File: config.mk
export PLATFORM = sky130hd
export DESIGN_NAME = latch_chain_loader
export DESIGN_NICKNAME = d
export VERILOG_FILES = /design/src/rtl/latch_chain_pkg.sv /design/src/rtl/latch_chain_loader.sv
export SDC_FILE = /design/constraint.sdc
export NUM_CORES = 1
export LEC_CHECK = 0
export ABC_AREA = 1
export CAP_MARGIN = 20
export CORE_UTILIZATION = 45
export CTS_CLUSTER_DIAMETER = 120
export CTS_CLUSTER_SIZE = 40
export DETAILED_ROUTE_END_ITERATION = 7
export PLACE_DENSITY = 0.8
export SLEW_MARGIN = 20
export SYNTH_ARGS = -nofsm -noshare
export SYNTH_HDL_FRONTEND = slang
export SYNTH_SLANG_ARGS = --single-unit
File: constraint.sdc
create_clock -name clk -period 3.1 [get_ports clk]
set_clock_uncertainty 0.15 [all_clocks]
set_input_delay 0.465 -clock clk [delete_from_list [all_inputs] [get_ports clk]]
set_output_delay 0.465 -clock clk [all_outputs]
set_load 0.05 [all_outputs]
File: src/rtl/latch_chain_pkg.sv
// Shared types and widths for the latch-chain loader.
package latch_chain_pkg;

   localparam int CHAIN_WIDTH = 48;
   localparam int CHAIN_DEPTH = 8;
   localparam int IDX_W = (CHAIN_DEPTH > 1) ? $clog2(CHAIN_DEPTH) : 1;
   localparam int CNT_W = $clog2(CHAIN_DEPTH + 1);

   typedef enum logic [1:0] {
      IDLE,
      SHIFT,
      GAP,
      FLUSH
   } state_t;

endpackage

File: src/rtl/latch_chain_loader.sv
// Loads words into a latch shift chain with one-hot, deepest-first enables and flushes it.
// Define LATCH_GAP_EN to insert an idle cycle between consecutive stage strobes.
module latch_chain_loader
   import latch_chain_pkg::*;
#(
   parameter int WIDTH = CHAIN_WIDTH,
   parameter int DEPTH = CHAIN_DEPTH
) (
   input  logic                       clk,
   input  logic                       rst,
   input  logic                       in_valid,
   output logic                       in_ready,
   input  logic [WIDTH-1:0]           in_data,
   input  logic                       clr_req,
   output logic [WIDTH-1:0]           latch_data,
   output logic [DEPTH-1:0]           latch_en,
   output logic                       latch_rst_n,
   output logic                       busy,
   output logic                       frame_valid,
   output logic [$clog2(DEPTH+1)-1:0] word_cnt
);

   localparam int SI_W = (DEPTH > 1) ? $clog2(DEPTH) : 1;
   localparam int WC_W = $clog2(DEPTH + 1);
   localparam logic [SI_W-1:0] LAST_STAGE = SI_W'(DEPTH - 1);
   localparam logic [WC_W-1:0] FULL       = WC_W'(DEPTH);

   state_t            state, state_nxt;
   logic [SI_W-1:0]   idx, idx_nxt;
   logic [SI_W-1:0]   flush_cnt, flush_cnt_nxt;
   logic [WIDTH-1:0]  data_nxt;
   logic [DEPTH-1:0]  en_nxt;
   logic [WC_W-1:0]   cnt_nxt;
   logic              rst_n_nxt, frame_nxt;
   logic              clr_pend, clr_pend_nxt;

   // A pending clear blocks acceptance so the flush always wins the next IDLE cycle.
   assign in_ready = (state == IDLE) && !clr_pend;
   assign busy     = (state != IDLE);

   always_comb begin
      state_nxt     = state;
      idx_nxt       = idx;
      flush_cnt_nxt = flush_cnt;
      data_nxt      = latch_data;
      en_nxt        = '0;
      rst_n_nxt     = latch_rst_n;
      frame_nxt     = frame_valid;
      cnt_nxt       = word_cnt;
      clr_pend_nxt  = clr_pend || (clr_req && (state != IDLE));

      case (state)
         IDLE: begin
            if (clr_pend || clr_req) begin
               state_nxt     = FLUSH;
               clr_pend_nxt  = 1'b0;
               data_nxt      = '0;
               rst_n_nxt     = 1'b0;
               flush_cnt_nxt = '0;
            end else if (in_valid) begin
               data_nxt           = in_data;
               idx_nxt            = LAST_STAGE;
               en_nxt[LAST_STAGE] = 1'b1;
               state_nxt          = SHIFT;
            end
         end
         SHIFT: begin
            if (idx == '0) begin
               state_nxt = IDLE;
               if (word_cnt != FULL)
                  cnt_nxt = word_cnt + 1'b1;
               frame_nxt = (cnt_nxt == FULL);
            end else begin
               idx_nxt = idx - 1'b1;
`ifdef LATCH_GAP_EN
               state_nxt = GAP;
`else
               en_nxt[idx_nxt] = 1'b1;
`endif
            end
         end
`ifdef LATCH_GAP_EN
         GAP: begin
            en_nxt[idx] = 1'b1;
            state_nxt   = SHIFT;
         end
`endif
         FLUSH: begin
            if (flush_cnt == LAST_STAGE) begin
               rst_n_nxt = 1'b1;
               cnt_nxt   = '0;
               frame_nxt = 1'b0;
               state_nxt = IDLE;
            end else begin
               flush_cnt_nxt = flush_cnt + 1'b1;
            end
         end
         default: state_nxt = FLUSH;
      endcase
   end

   // Chain contents are unknown out of reset, so reset parks the block in FLUSH.
   always_ff @(posedge clk or posedge rst) begin
      if (rst) begin
         state       <= FLUSH;
         idx         <= '0;
         flush_cnt   <= '0;
         latch_data  <= '0;
         latch_en    <= '0;
         latch_rst_n <= 1'b0;
         frame_valid <= 1'b0;
         word_cnt    <= '0;
         clr_pend    <= 1'b0;
      end else begin
         state       <= state_nxt;
         idx         <= idx_nxt;
         flush_cnt   <= flush_cnt_nxt;
         latch_data  <= data_nxt;
         latch_en    <= en_nxt;
         latch_rst_n <= rst_n_nxt;
         frame_valid <= frame_nxt;
         word_cnt    <= cnt_nxt;
         clr_pend    <= clr_pend_nxt;
      end
   end

endmodule

After elaboration in Yosys (flattened, before gate mapping). Index checks and enable logic that the tools add are counted.

$add $sub $neg: 3. Divide/modulo/power cells: 0. Multiply operators: 0. Shifts and indexed selects: 0. Bitwise gates (word level): 0. Mux-type cells: 35. Equality and inequality tests: 13. Reduce and logical (&&, ||, !) cells: 19. Magnitude comparators: 2.

Operator list (number): 2-to-1 mux 48 bit (2); 2-to-1 mux 4 bit (5); 2-to-1 mux 3 bit (5); != test 2 bit, second input constant (6); case mux 3 bit (2 select lines) (2); AND reduction 3 bit (4); nonzero test 2 bit (5); 2-to-1 mux 1 bit (9); 2-to-1 mux 2 bit (4); 2-to-1 mux 8 bit (1); case mux 4 bit (2 select lines) (1); 2-to-1 mux 7 bit (1); case mux 1 bit (2 select lines) (3); case mux 2 bit (3 select lines) (1); adder 4 x 1 -> 4 bit, second input constant (1); equality test 4 bit, second input constant (1); < comparator 3 x 4 -> 1 bit, second input constant (1); != test 4 bit, second input constant (1); AND reduction 4 bit (1); adder 3 x 1 -> 3 bit, second input constant (1); demux 1 bit (select 3 bit) (1); equality test 3 bit, second input constant (1); >= comparator 3 x 1 -> 1 bit, second input constant (1); logical AND 1 bit (3); 10 further kinds (11).

Memory bits (writable): 0. Bits in latches: 0. Output and inout port bits: 64. Logic and storage cells: 81. Flip-flop bits (word level): 71. Memories: 0. Bits in read-only memories: 0. Bits of input ports: 52.

Depth between registers and ports, before layout. Gate-level depths: netlist of run 1.

Depth in word-level cells: 7. Mapped depth: 9. Gate-level depth less buffers: 8.

Worst setup path after synthesis of run 1. Ideal clock, no wire load.

Kind: register to output. From: reg state[1]. To: out in_ready. Cell stages (with the launch flop): 6. Data required time: 2.485 ns. Data arrival time: 1.457 ns. Setup slack: 1.028 ns. Cell sequence: dfstp_2 -> inv_1 -> ha_1 -> buf_6 -> inv_4 -> nor2_1.

Longest elaborated chain between the ends: 2.

RTL lines: start: declaration (line latch_chain_loader.sv:28) `state_t state, state_nxt;`; start signal: assignment (line latch_chain_loader.sv:115) `state <= state_nxt;`; zero test 2 bit (line latch_chain_loader.sv:38) `assign in_ready = (state == IDLE) && !clr_pend;`; logical AND 1 bit (line latch_chain_loader.sv:38); end: declaration (line latch_chain_loader.sv:12) `output logic in_ready,`.

No other way between the ends.

Worst setup path in the final report of run 1.
From: reg state[0]. To: out busy.

Longest elaborated chain between the ends: 1.

RTL lines: nonzero test 2 bit (line latch_chain_loader.sv:39) `assign busy = (state != IDLE);`; end: declaration (line latch_chain_loader.sv:18) `output logic busy,`.

No other way between the ends.

==> summary.txt, run 1 <==
Status
  • Result of the run: complete, no violations

Timing
  • Least-Margin Pin Slew: 0.750 ns
  • Peak Freq: 350 MHz
  • Clock period minus worst slack: 2.86 ns
  • Period utilisation layout: 0.921
  • Number of hold-slack violations in the final timing report: 0
  • Worst-case headroom to the max-slew limit: 0.499
  • Final-report max-slew violation count: 0
  • # setup viols final: 0
  • Slack of the critical path: 0.245 ns
  • Unrepaired setup endpoints after global routing: no
  • Fin Setup TNS: 0 ns

Floorplanning
  • Height of the die: 87.7 µm
  • Die area: 7700 µm²
  • I/O pins: 116
  • Starting density of the core: 0.476
  • Area of the core region: 6940 µm²
  • Horiz. Die Dim: 87.7 µm
  • Cell row count: 30

GRT
  • Vias in the first global route: 2,792
  • Grt ovf: 0
  • GRT Overall Usage: 0.226
  • Maximum number of pins on one net before global-route repair: 50
  • Number of antenna violations at the first check in global routing: 0
  • Wire length of the first global-routing pass: 13,400 µm

Critical path
  • Data required, critical path: 2.48 ns
  • Ordered cell list for the critical path: inv_1 > ha_1 > inv_4 > clkdlybuf4s50_1
  • Cell with the largest stage delay on the worst path: sky130_fd_sc_hd__clkdlybuf4s50_1
  • Endpoint class of the critical path: output pin
  • CP Buf/Inv Count: 3
  • Startpoint-to-endpoint class of the critical path: register to output pin
  • Top cell family by delay on the critical path: buffers and inverters
  • Largest stage delay, worst path: 0.81 ns
  • Worst endpoint data arrival time: 2.24 ns
  • Kind of start point of the critical path: register
  • Worst-path maximum fanout: 8
  • Register-to-register path setup slack: 0.87 ns

Cells and area
  • Number of antenna cells inserted: 0
  • Growth of design area from synthesis to finish: 42.6%
  • Fraction of layout cells with a size suffix above 1: 0.0870
  • Total number of nets in the final design: 539
  • Final cell utilization of the core: 0.679

Flow run
  • Max-cap violations: 0

Yosys
  • Count of state elements after synthesis: 71
  • Cell types occupying the most area after synthesis: sky130_fd_sc_hd__dfrtp_1, sky130_fd_sc_hd__nand3_1, sky130_fd_sc_hd__nand2_1
  • Cell type contributing the most total cell area after synthesis: sky130_fd_sc_hd__dfrtp_1
  • Most instantiated cells after synthesis: sky130_fd_sc_hd__nand2_1, sky130_fd_sc_hd__nand3_1, sky130_fd_sc_hd__dfrtp_1
  • Post-synth cell types: 27
  • Fraction of synthesized cell area taken by the top area cell type: 0.522
  • Flip-flop cell with the highest count after synthesis: sky130_fd_sc_hd__dfrtp_1
  • Post-Synthesis Cell Area: 3310 µm²
  • Syn avg cell area: 8.96 µm²
  • Synth warnings: 0
  • Count of flip-flops with a built-in enable after synthesis: 0
  • Part of the Yosys area used for sequential elements: 0.538
  • Asr flop ratio synth: 1.00
  • Top-count cell post-synth: sky130_fd_sc_hd__nand2_1
  • Nets in the synthesized netlist: 430
  • Syn Inst Count: 369

Worst hold path
  • Worst min-delay path category: register to register

Power and ir drop
  • Power, Total: 4.41 mW
  • Net Switching: 1.99 mW
  • Internal power: 2.42 mW
  • Portion of total power attributed to the clock network: 0.208
  • Leakage power: 2.33 nW
  • Switching power as a share of total power: 0.452
  • IR drop worst, VDD: 0.000749 V
  • Total power divided by cell area: 936 nW/µm²
  • Sequential cell fraction of total power: 0.299
  • Part of the total power dissipated in combinational logic: 0.493

Drt
  • DRT Wirelength: 8250 µm
  • Antenna violation net count after detailed routing: 0
  • Vias/cell: 5.19
  • Detailed-route via count: 3,003
  • Number of search-and-repair iterations in the first detailed-routing pass: 5
  • Post-detailed-route DRC marker count: 0
  • Initial DRC Count: 148
  • Routed wire length per instance: 14.2 µm

Clock tree
  • Clk root buf: sky130_fd_sc_hd__clkbuf_8
  • TritonCTS clock tree: built
  • Clock buffer depth: 2
  • Resize count post-CTS: 0
  • H-tree level count: 3
  • Setup bufs post-CTS: 0
  • Clock Pin Slew Worst Setup and Hold Paths: 0.07 ns
  • Clock buffer count from CTS: 9
  • Clk Latency, worst-skew pair: 0.34 ns
  • Total clock sinks: 71
  • Number of buffers added to fix hold violations after cts: 0

Placed design
  • Count of port buffers added during placement: 115
  • Post-DP HPWL: 5830 µm
  • Final weighted congestion in routability-driven placement: 0.838
  • Post-placement worst setup slack: 0.603 ns
==> layer usage <==
metal	track usage	part of all wire
met2	0.359	0.47
met4	0.0984	0.017
met1	0.304	0.43
met5	0	0
met3	0.0424	0.080
==> sequential cells by signal (all words and copies together) (netlist names) <==
| register | flops |
|---|---|
| flush_cnt | 3 |
| word_cnt | 4 |
| latch_data | 48 |
| frame_valid | 1 |
| latch_rst_n | 1 |
| state | 2 |
| idx | 3 |
| clr_pend | 1 |
| latch_en | 8 |
==> placed cells by master (no fill, tap or decap) <==
| cell | Yosys | final |
|---|---|---|
| sky130_fd_sc_hd__nor2_1 | 16 | 16 |
| sky130_fd_sc_hd__nand2_2 | 1 | 1 |
| sky130_fd_sc_hd__clkbuf_8 | 0 | 10 |
| sky130_fd_sc_hd__buf_12 | 1 | 1 |
| sky130_fd_sc_hd__clkdlybuf4s50_1 | 0 | 114 |
| sky130_fd_sc_hd__o21bai_1 | 1 | 1 |
| sky130_fd_sc_hd__dfrtp_1 | 69 | 69 |
| sky130_fd_sc_hd__nand3_2 | 11 | 11 |
| sky130_fd_sc_hd__inv_1 | 22 | 21 |
| sky130_fd_sc_hd__ha_1 | 9 | 9 |
| sky130_fd_sc_hd__dfstp_2 | 2 | 2 |
| sky130_fd_sc_hd__o21a_1 | 1 | 1 |
| sky130_fd_sc_hd__buf_4 | 5 | 4 |
| sky130_fd_sc_hd__or2_2 | 1 | 1 |
| sky130_fd_sc_hd__and2_1 | 1 | 1 |
| sky130_fd_sc_hd__nand3_1 | 96 | 96 |
| sky130_fd_sc_hd__a21oi_1 | 2 | 2 |
| sky130_fd_sc_hd__nor2_8 | 1 | 1 |
| sky130_fd_sc_hd__or2_1 | 1 | 1 |
| sky130_fd_sc_hd__o21ai_0 | 6 | 6 |
| sky130_fd_sc_hd__inv_2 | 0 | 1 |
| sky130_fd_sc_hd__nand4_1 | 2 | 2 |
| sky130_fd_sc_hd__o21ai_1 | 1 | 1 |
| sky130_fd_sc_hd__o21ai_2 | 1 | 1 |
| sky130_fd_sc_hd__bufinv_16 | 0 | 3 |
| sky130_fd_sc_hd__inv_6 | 0 | 2 |
| sky130_fd_sc_hd__nand2_1 | 101 | 101 |
| sky130_fd_sc_hd__inv_4 | 1 | 1 |
| sky130_fd_sc_hd__buf_2 | 9 | 1 |
| sky130_fd_sc_hd__nand2_4 | 1 | 1 |
| sky130_fd_sc_hd__clkinvlp_4 | 0 | 1 |
==> final cells by class <==
class	instances	area, µm²
Sequential cell	71	1780
Multi-Input combinational cell	253	1280
Timing Repair Buffer	120	1200
Fill cell	548	2230
Inverter	23	88.8
Clock buffer	10	138
Clock inverter	6	115
Tap cell	96	120
==> power groups by stage <==
stage,clock [mW],combinational (mW),sequential [mW]
final,0.917,2.18,1.32
after CTS,0.939,2.18,1.32
after detailed placement,0,2.17,1.33
after global placement,0,2.14,1.32
after global routing,0.987,2.35,1.35
after floorplan,0,0.944,1.94
==> worst register-to-register path: stages (launching register included) <==
cell and delay (ns):
sky130_fd_sc_hd__dfstp_2 0.56, sky130_fd_sc_hd__inv_1 0.05, sky130_fd_sc_hd__ha_1 0.33, sky130_fd_sc_hd__nand2_2 0.53, sky130_fd_sc_hd__buf_4 0.35, sky130_fd_sc_hd__nand3_1 0.11, sky130_fd_sc_hd__nand2_1 0.08
==> cells by family (layout without fill, tap and decap cells) <==
kind of cell	Yosys count	in the layout	synth area share
adders and majority gates	9	9	0.0341
and+or+nand+nor	232	232	0.332
DFF	71	71	0.538
buffers and inverters	45	159	0.0749
AOI/OAI and AO/OA	12	12	0.0208
==> per-stage QoR <==
step	cells	hold WS [ns]	instance area, µm²
global placement	563	0.313	4460
floorplan	369	0.292	3310
detailed placement	563	0.318	4460
finish	579	0.331	4720
CTS	579	0.336	4720
global route	579	0.360	4720
==> path summary, 6_finish.rpt <==
path / startpoint / end / depth (start not counted)
worst max-delay path: state[0]$_DFFE_PP1P_ / busy / 4
worst min-delay path: idx[1]$_DFFE_PP0P_ / idx[1]$_DFFE_PP0P_ / 2
worst max register to register: state[0]$_DFFE_PP1P_ / latch_data[42]$_DFFE_PP0P_ / 6
worst min register to register: idx[1]$_DFFE_PP0P_ / idx[1]$_DFFE_PP0P_ / 2
max in group asynchronous: rst / latch_data[38]$_DFFE_PP0P_ / 3
min in group asynchronous: rst / latch_data[43]$_DFFE_PP0P_ / 2
(Power assumes the default switching activity.)
==> run 2: changes to the inputs <==
--- a/config.mk
+++ b/config.mk
@@ -12,7 +12,7 @@
 export CTS_CLUSTER_SIZE = 40
 export DETAILED_ROUTE_END_ITERATION = 7
 export PLACE_DENSITY = 0.8
-export SLEW_MARGIN = 20
+export SLEW_MARGIN = 5
 export SYNTH_ARGS = -nofsm -noshare
 export SYNTH_HDL_FRONTEND = slang
 export SYNTH_SLANG_ARGS = --single-unit
==> results of run 2 <==
Final layout, timing and power as in run 1 (identical DEF).
==> run 3: changes to the inputs <==
--- a/config.mk
+++ b/config.mk
@@ -11,7 +11,7 @@
 export CTS_CLUSTER_DIAMETER = 120
 export CTS_CLUSTER_SIZE = 40
 export DETAILED_ROUTE_END_ITERATION = 7
-export PLACE_DENSITY = 0.8
+export PLACE_DENSITY = 0.82
 export SLEW_MARGIN = 5
 export SYNTH_ARGS = -nofsm -noshare
 export SYNTH_HDL_FRONTEND = slang
==> summary.txt, run 3 (same netlist as run 1, synthesis figures left out) <==
Cells and area
  • Filler Cell Count: 551
  • Area of the multi-input gates: 1280 µm²
  • Sequential Area: 1780 µm²
  • Most used cells in the layout excluding fill and tap cells: sky130_fd_sc_hd__clkdlybuf4s50_1, sky130_fd_sc_hd__nand2_1, sky130_fd_sc_hd__nand3_1, sky130_fd_sc_hd__dfrtp_1, sky130_fd_sc_hd__inv_1
  • Fraction of layout cells with a size suffix above 1: 0.0871
  • Growth of design area from synthesis to finish: 41.1%
  • Most common library cell in the layout ignoring fill and taps: sky130_fd_sc_hd__clkdlybuf4s50_1
  • Total number of nets in the final design: 538
  • Register with the most flip-flops: latch_data
  • Final cell utilization of the core: 0.672
  • Number of flip-flops in the largest register: 48
  • Largest registers in the final layout: latch_data x48, latch_en x8, word_cnt x4
  • Final std cell area, no fill: 4670 µm²
  • Number of antenna cells inserted: 0

Power and ir drop
  • Sequential cell fraction of total power: 0.311
  • Switching power as a share of total power: 0.466
  • Internal power: 2.26 mW
  • IR drop worst, VDD: 0.000692 V
  • Net Switching: 1.97 mW
  • Portion of total power attributed to the clock network: 0.176
  • Part of the total power dissipated in combinational logic: 0.513
  • Leakage power: 2.31 nW
  • Total power divided by cell area: 908 nW/µm²

Clock tree
  • Setup bufs post-CTS: 0
  • Total clock sinks: 71
  • TritonCTS clock tree: built
  • Clk Latency, worst-skew pair: 0.33 ns
  • Clock Pin Slew Worst Setup and Hold Paths: 0.07 ns
  • Clock buffer depth: 2
  • Clk root buf: sky130_fd_sc_hd__clkbuf_8
  • Resize count post-CTS: 0
  • Number of buffers added to fix hold violations after cts: 0
  • Clock buffer count from CTS: 9
  • H-tree level count: 3

Critical path
  • Worst endpoint data arrival time: 2.24 ns
  • Register-to-register path setup slack: 0.87 ns
  • Largest stage delay, worst path: 0.81 ns
  • Startpoint-to-endpoint class of the critical path: register to output pin
  • Timing endpoint of the critical path: busy
  • Ordered cell list for the critical path: inv_1 > ha_1 > inv_4 > clkdlybuf4s50_1
  • Data required, critical path: 2.48 ns
  • Endpoint of the worst-slack reg-to-reg timing path: latch_data[45]$_DFFE_PP0P_
  • CP Depth: 4
  • Top cell family by delay on the critical path: buffers and inverters
  • Path depth of the worst reg2reg path: 5
  • Source of the worst register-to-register timing path: state[0]$_DFFE_PP1P_
  • CP Buf/Inv Count: 3
  • Kind of start point of the critical path: register
  • Worst-path maximum fanout: 8
  • Cell with the largest stage delay on the worst path: sky130_fd_sc_hd__clkdlybuf4s50_1
  • Endpoint class of the critical path: output pin
  • Start point of the critical path: state[0]$_DFFE_PP1P_

Timing
  • Fin Setup TNS: 0 ns
  • Least-Margin Pin Slew: 0.923 ns
  • Clock period minus worst slack: 2.85 ns
  • Final-report max-slew violation count: 0
  • Slack of the critical path: 0.246 ns
  • Worst-case headroom to the max-slew limit: 0.382
  • Peak Freq: 350 MHz
  • Unrepaired setup endpoints after global routing: no
  • Period utilisation layout: 0.921
  • # setup viols final: 0
  • Number of hold-slack violations in the final timing report: 0

Drt
  • Post-detailed-route DRC marker count: 0
  • Routed wire length per instance: 14.1 µm
  • Vias/cell: 5.19
  • Initial DRC Count: 164
  • DRT Wirelength: 8170 µm
  • Antenna violation net count after detailed routing: 0
  • Detailed-route via count: 3,001
  • Number of search-and-repair iterations in the first detailed-routing pass: 5

Placed design
  • Post-DP HPWL: 5600 µm
  • Post-placement worst setup slack: 0.594 ns
  • Area after detailed placement: 4460 µm²
  • Count of port buffers added during placement: 115
  • Final weighted congestion in routability-driven placement: 0.800

Floorplanning
  • Die area: 7700 µm²
  • I/O pins: 116
  • Height of the die: 87.7 µm
  • Starting density of the core: 0.476
  • Cell row count: 30
  • Area of the core region: 6940 µm²
  • Horiz. Die Dim: 87.7 µm

GRT
  • Maximum number of pins on one net before global-route repair: 72
  • Grt ovf: 0
  • Vias in the first global route: 2,832
  • GRT Overall Usage: 0.224
  • Number of antenna violations at the first check in global routing: 0
  • Wire length of the first global-routing pass: 13,300 µm

Worst hold path
  • Worst min-delay path category: register to register

Status
  • Result of the run: complete, no violations

Flow run
  • Max-cap violations: 0
-- run 3: cell count changes in the layout (fill, tap and decap cells not counted) --
cell	delta
sky130_fd_sc_hd__bufinv_16	-2
sky130_fd_sc_hd__clkinv_2	+2
sky130_fd_sc_hd__inv_6	-2
sky130_fd_sc_hd__buf_4	-1
sky130_fd_sc_hd__clkbuf_8	+1
sky130_fd_sc_hd__clkinv_4	+1
sky130_fd_sc_hd__nand2_1	-1
sky130_fd_sc_hd__nand2_2	+1
-- run 3: metrics by stage --
stage	hold slack (ns)	instances	power, mW
finish	0.334	578	4.24
global placement	0.312	562	3.45
floorplan	0.292	369	2.89
detailed placement	0.318	562	3.51
global route	0.362	578	4.50
CTS	0.335	578	4.26
-- run 3: power groups by stage --
stage	Combinational, mW	Clock (mW)	Sequential [mW]
after CTS	2.19	0.762	1.32
after global routing	2.35	0.812	1.35
after global placement	2.13	0	1.32
final	2.17	0.744	1.32
after floorplan	0.944	0	1.94
after detailed placement	2.18	0	1.33
-- run 3: worst min-delay path by stage --
stage          depth (start not counted)  slack (ns)               start                 end
2_1_floorplan                          2        0.29  idx[1]$_DFFE_PP0P_  idx[1]$_DFFE_PP0P_
3_3_place_gp                           2        0.31  idx[1]$_DFFE_PP0P_  idx[1]$_DFFE_PP0P_
3_5_place_dp                           2        0.32  idx[1]$_DFFE_PP0P_  idx[1]$_DFFE_PP0P_
4_1_cts                                2        0.34  idx[1]$_DFFE_PP0P_  idx[1]$_DFFE_PP0P_
5_1_grt                                2        0.36  idx[1]$_DFFE_PP0P_  idx[1]$_DFFE_PP0P_
6_report                               2        0.33  idx[1]$_DFFE_PP0P_  idx[1]$_DFFE_PP0P_
-- run 3: area by class of cell --
| class | count | area share |
|---|---|---|
| clock inverters | 5 | 0.0121 |
| clock buffers | 11 | 0.0324 |
| multi-input cells | 253 | 0.275 |
| inverters | 23 | 0.0190 |
| repair buffers | 119 | 0.255 |
| well taps | 96 | 0.0257 |
| flip-flops and latches | 71 | 0.381 |
-- run 3: tightest hold or removal path, cell delays in order (launching register included) --
cell,delay (ns)
sky130_fd_sc_hd__dfrtp_1,0.35
sky130_fd_sc_hd__nand2_1,0.06
sky130_fd_sc_hd__nand2_1,0.05
-- run 3: layer usage --
layer,GRT usage,wire [µm],vias to the layer above
li1,-,-,1421
met1,0.304,3590,1441
met2,0.360,3800,129
met3,0.0537,676,10
met4,0.0641,98,0
met5,0,0,-
